===== src/rtl/pll_clken_chan.sv =====
// One divided clock-enable channel; optional duty level output
// under PLL_CLKEN_DUTY_EN.
module pll_clken_chan #(
  parameter int DIV_W = 8
) (
  input  logic             clk,
  input  logic             rst_n,
  input  logic             run,
  input  logic [DIV_W-1:0] d,
  input  logic [DIV_W-1:0] p,
  output logic             ce
`ifdef PLL_CLKEN_DUTY_EN
  ,
  output logic             lvl
`endif
);

  logic [DIV_W-1:0] cnt_q;
  logic [DIV_W-1:0] cnt_n;
  logic             run_q;

  // run is next-cycle locked; run_q is current locked, so the
  // first locked cycle always starts at cnt=0
  always_comb begin
    cnt_n = '0;
    if (run && run_q) begin
      if (cnt_q >= d - DIV_W'(1)) cnt_n = '0;
      else cnt_n = cnt_q + DIV_W'(1);
    end
  end

  always_ff @(posedge clk) begin
    if (!rst_n) begin
      cnt_q <= '0;
      run_q <= 1'b0;
    end else begin
      cnt_q <= cnt_n;
      run_q <= run;
    end
  end

  assign ce = run_q & (cnt_q == p);

`ifdef PLL_CLKEN_DUTY_EN
  logic [DIV_W-1:0] off;
  logic [DIV_W:0]   half;
  logic             win;
  logic             lvl_q;

  always_comb begin
    half = ({1'b0, d} + (DIV_W+1)'(1)) >> 1;
    if (cnt_n >= p) off = cnt_n - p;
    else off = cnt_n + d - p;
    win = ({1'b0, off} < half);
  end

  always_ff @(posedge clk) begin
    if (!rst_n) lvl_q <= 1'b0;
    else lvl_q <= run & win;
  end

  assign lvl = lvl_q;
`endif

endmodule


===== config.mk =====
export PLATFORM = sky130hd
export DESIGN_NAME = pll_clken_chan
export DESIGN_NICKNAME = d
export VERILOG_FILES = /design/src/rtl/pll_clken_chan.sv
export SDC_FILE = /design/constraint.sdc
export NUM_CORES = 1
export LEC_CHECK = 0
export BUFFER_PORTS_ARGS = -buffer_cell sky130_fd_sc_hd__buf_2
export CAP_MARGIN = 20
export CORE_MARGIN = 5
export CORE_UTILIZATION = 35
export CTS_BUF_LIST = sky130_fd_sc_hd__clkbuf_8
export DETAILED_ROUTE_END_ITERATION = 6
export PLACE_DENSITY_LB_ADDON = 0.15
export SYNTH_ARGS = -nofsm -noshare
export SYNTH_HDL_FRONTEND = slang
export SYNTH_SLANG_ARGS = --single-unit

===== constraint.sdc =====
create_clock -name clk -period 1.6 [get_ports clk]
set_clock_uncertainty 0.05 [all_clocks]
set_input_delay 0.08 -clock clk [delete_from_list [all_inputs] [get_ports clk]]
set_output_delay 0.08 -clock clk [all_outputs]
set_load 0.02 [all_outputs]

==> out/metrics.yaml <==
grt:
  gr-usage-all-layers_pct: 12.19
  antenna_found_initial: 0
  grt_pass1_vias: 680
  grt_overflow: 0
  grt_first_pass_wirelength_mm: 3.042
  grt_max_degree: 9
synthesis:
  ys_seq_elements: 9
  synth_cell_type_count: 22
  yosysWarnings: 0
  yosys-top-cells-area: "dfxtp_1 24%, ha_1 17%, xnor2_1 13%"
  syn_inst: 82
  syn_avg_cell_area_sq_um: 9.079
  syn_area_sq_um: 744.5
  seq_area_frac_synth_pct: 24.20
  synth_nets: 111
  yosysTopAreaCell: "dfxtp_1"
  synth_top_area_share_pct: 24.20
timing:
  holdWs_ns: 0.02825
  slew_violations: 0
  fmax_mhz: 623.5
  hold_violations: 0
  rsz0062_at_grt: "true"
  period_share_pct: 100.2
  finalWorstSetupSlack_ns: -0.003856
  post-route-min-period_ns: 1.604
  relSlewSlack_pct: 79.52
  setup_viol: 1
  tightest_slew_ns: 0.3072
worst_setup_path:
  critical_path_class: "in -> reg"
  cp.required_ns: 1.67
  cp-start-kind: "input pin"
  crit_fanout: 8
  endpoint_kind: "register"
  worstPathArrival_ns: 1.68
floorplan:
  die_h_um: 56.12
  core_area_sq_um: 2002
  io_pins: 20
  dieArea_sq_um: 3149
  fp.dieW_um: 56.12
  rows: 16
  start_util_pct: 37.19
power:
  leakagePower_uw: 0.0004838
  peakVddDrop_mv: 0.5458
  p_per_area_nw_per_um2: 557.1
cells_and_area:
  stdcell_count: 144
  drive_above_1_share_pct: 42.74
  areaGrowthSynthToFinish_pct: 52.10
  final_common_cell: "buf_2"
  diodes: 0
  final_cell_mix: "13 x buf_2, 10 x buf_4"
  final_nets: 147
run_status:
  violations: "negative setup slack"
  status: "finished with violations"
placement:
  gp_congestion: 0.7164
  hpwl_mm: 1.466
  portBuffers: 19
  dpl.cell_count: 139
route:
  vias: 666
  finalWirelength_mm: 1.839
  drt_iter0_drc: 8
  antenna_left: 0
  via_per_inst: 4.625
  first_pass_iters: 2
  routedWlPerCell_um: 12.77
  drc: 0
min_path:
  hold_class: "in -> reg"
cts:
  root_buffer: "clkbuf_8"
  cts_buffer_depth: 2
  cts_max_level: 1
  numCtsBuffers: 3
  cts_sinks: 9
  clk_latency_ns: 0.23
  clk_pin_slew_ns: 0.04
  cts_tree: "yes"
run:
  drv_cap: 0
-- kinds of logic after synthesis --
kind of cell | synth area share (%)
simple gates | 22.86
xor+xnor | 23.53
fa+ha+maj | 16.81
flops | 24.20
compound gates | 10.59
buf+inv | 2.016
-- report_power, final --
group	leakage [uW]	internal [uW]	switching, uW	total, uW
Combinational	0.000383	82.1	63.0	145
Clock	0.0000269	167	90.5	258
Sequential	0.0000738	227	0.913	228
-- repair_timing --
action / in CTS / in global routing
buffers inserted: 1 / 0
resized for setup: 21 / 6
endpoints found under the hold margin: 0 / 0
hold buffers: 0 / 0
pin swaps: 14 / 3
endpoints found under the setup margin: 9 / 9
-- cell usage after synthesis --
| cell type | n |
|---|---|
| a2111oi_4 | 1 |
| xor2_1 | 9 |
| and3_1 | 2 |
| nand4_1 | 1 |
| inv_1 | 4 |
| a21oi_1 | 1 |
| nor4b_1 | 1 |
| nand2_2 | 1 |
| nor4_1 | 2 |
| o21a_1 | 1 |
| ha_1 | 10 |
| nand2_1 | 7 |
| nor3_1 | 3 |
| nor2b_1 | 1 |
| and2_1 | 1 |
| o41ai_4 | 1 |
| xnor2_1 | 11 |
| o2111a_1 | 1 |
| nand2b_4 | 1 |
| nor2_1 | 11 |
| dfxtp_1 | 9 |
| nand3_1 | 3 |
-- final timing paths --
path,cells after the start,startpoint,endpoint,slack (ns)
setup / recovery,10,d[5],cnt_q[7]$_SDFF_PP0_,-0.004
hold / removal,2,run,run_q$_SDFF_PN0_,0.03
setup reg to reg,5,cnt_q[1]$_SDFF_PP0_,cnt_q[7]$_SDFF_PP0_,0.02
hold reg to reg,2,cnt_q[0]$_SDFF_PP0_,cnt_q[0]$_SDFF_PP0_,0.49
-- metrics by stage --
| stage | worst slack (ns) | util, % | total power, uW | setup TNS [ns] | cell area, sq um |
|---|---|---|---|---|---|
| after floorplan | 0.01466 | - | 297.8 | 0 | 759.5 |
| after global placement | -0.3234 | 48.50 | 349.8 | -2.358 | 970.9 |
| after detailed placement | -0.4076 | 48.50 | 353.1 | -3.130 | 970.9 |
| after CTS | -0.06618 | 55.38 | 639.2 | -0.1576 | 1109 |
| after global routing | -0.1601 | 56.56 | 666.5 | -0.7950 | 1132 |
| final | -0.003856 | 56.56 | 630.8 | -0.003856 | 1132 |
-- state kept, by name, summed over array words and instances, names as in the netlist --
name	flops
cnt_q	8
run_q	1
-- per-layer routing --
metal	wire, um	part of all wire, %	vias up	global-route usage [%]
met5	0	0	-	0
met4	5	0.27	0	3.051
met3	88	4.8	2	4.176
met2	977	53	12	21.87
met1	768	42	300	13.60
li1	-	-	352	-
-- cell type report --
| class | count | area (sq um) |
|---|---|---|
| Sequential cell | 9 | 182.7 |
| Tap cell | 27 | 33.78 |
| Timing Repair Buffer | 31 | 234.0 |
| Clock inverter | 1 | 3.754 |
| Fill cell | 195 | 869.6 |
| Inverter | 4 | 15.01 |
| Clock buffer | 3 | 41.29 |
| Multi-Input combinational cell | 69 | 621.8 |
-- critical path: stages --
cell      delay, ns
buf_8          0.10
nor4_4         0.28
nand2_1        0.11
xor2_1         0.15
ha_1           0.31
nand2_2        0.08
o2111a_1       0.28
o41ai_4        0.06
buf_6          0.17
nor2_1         0.05
Power figures use the tool's default switching activity.
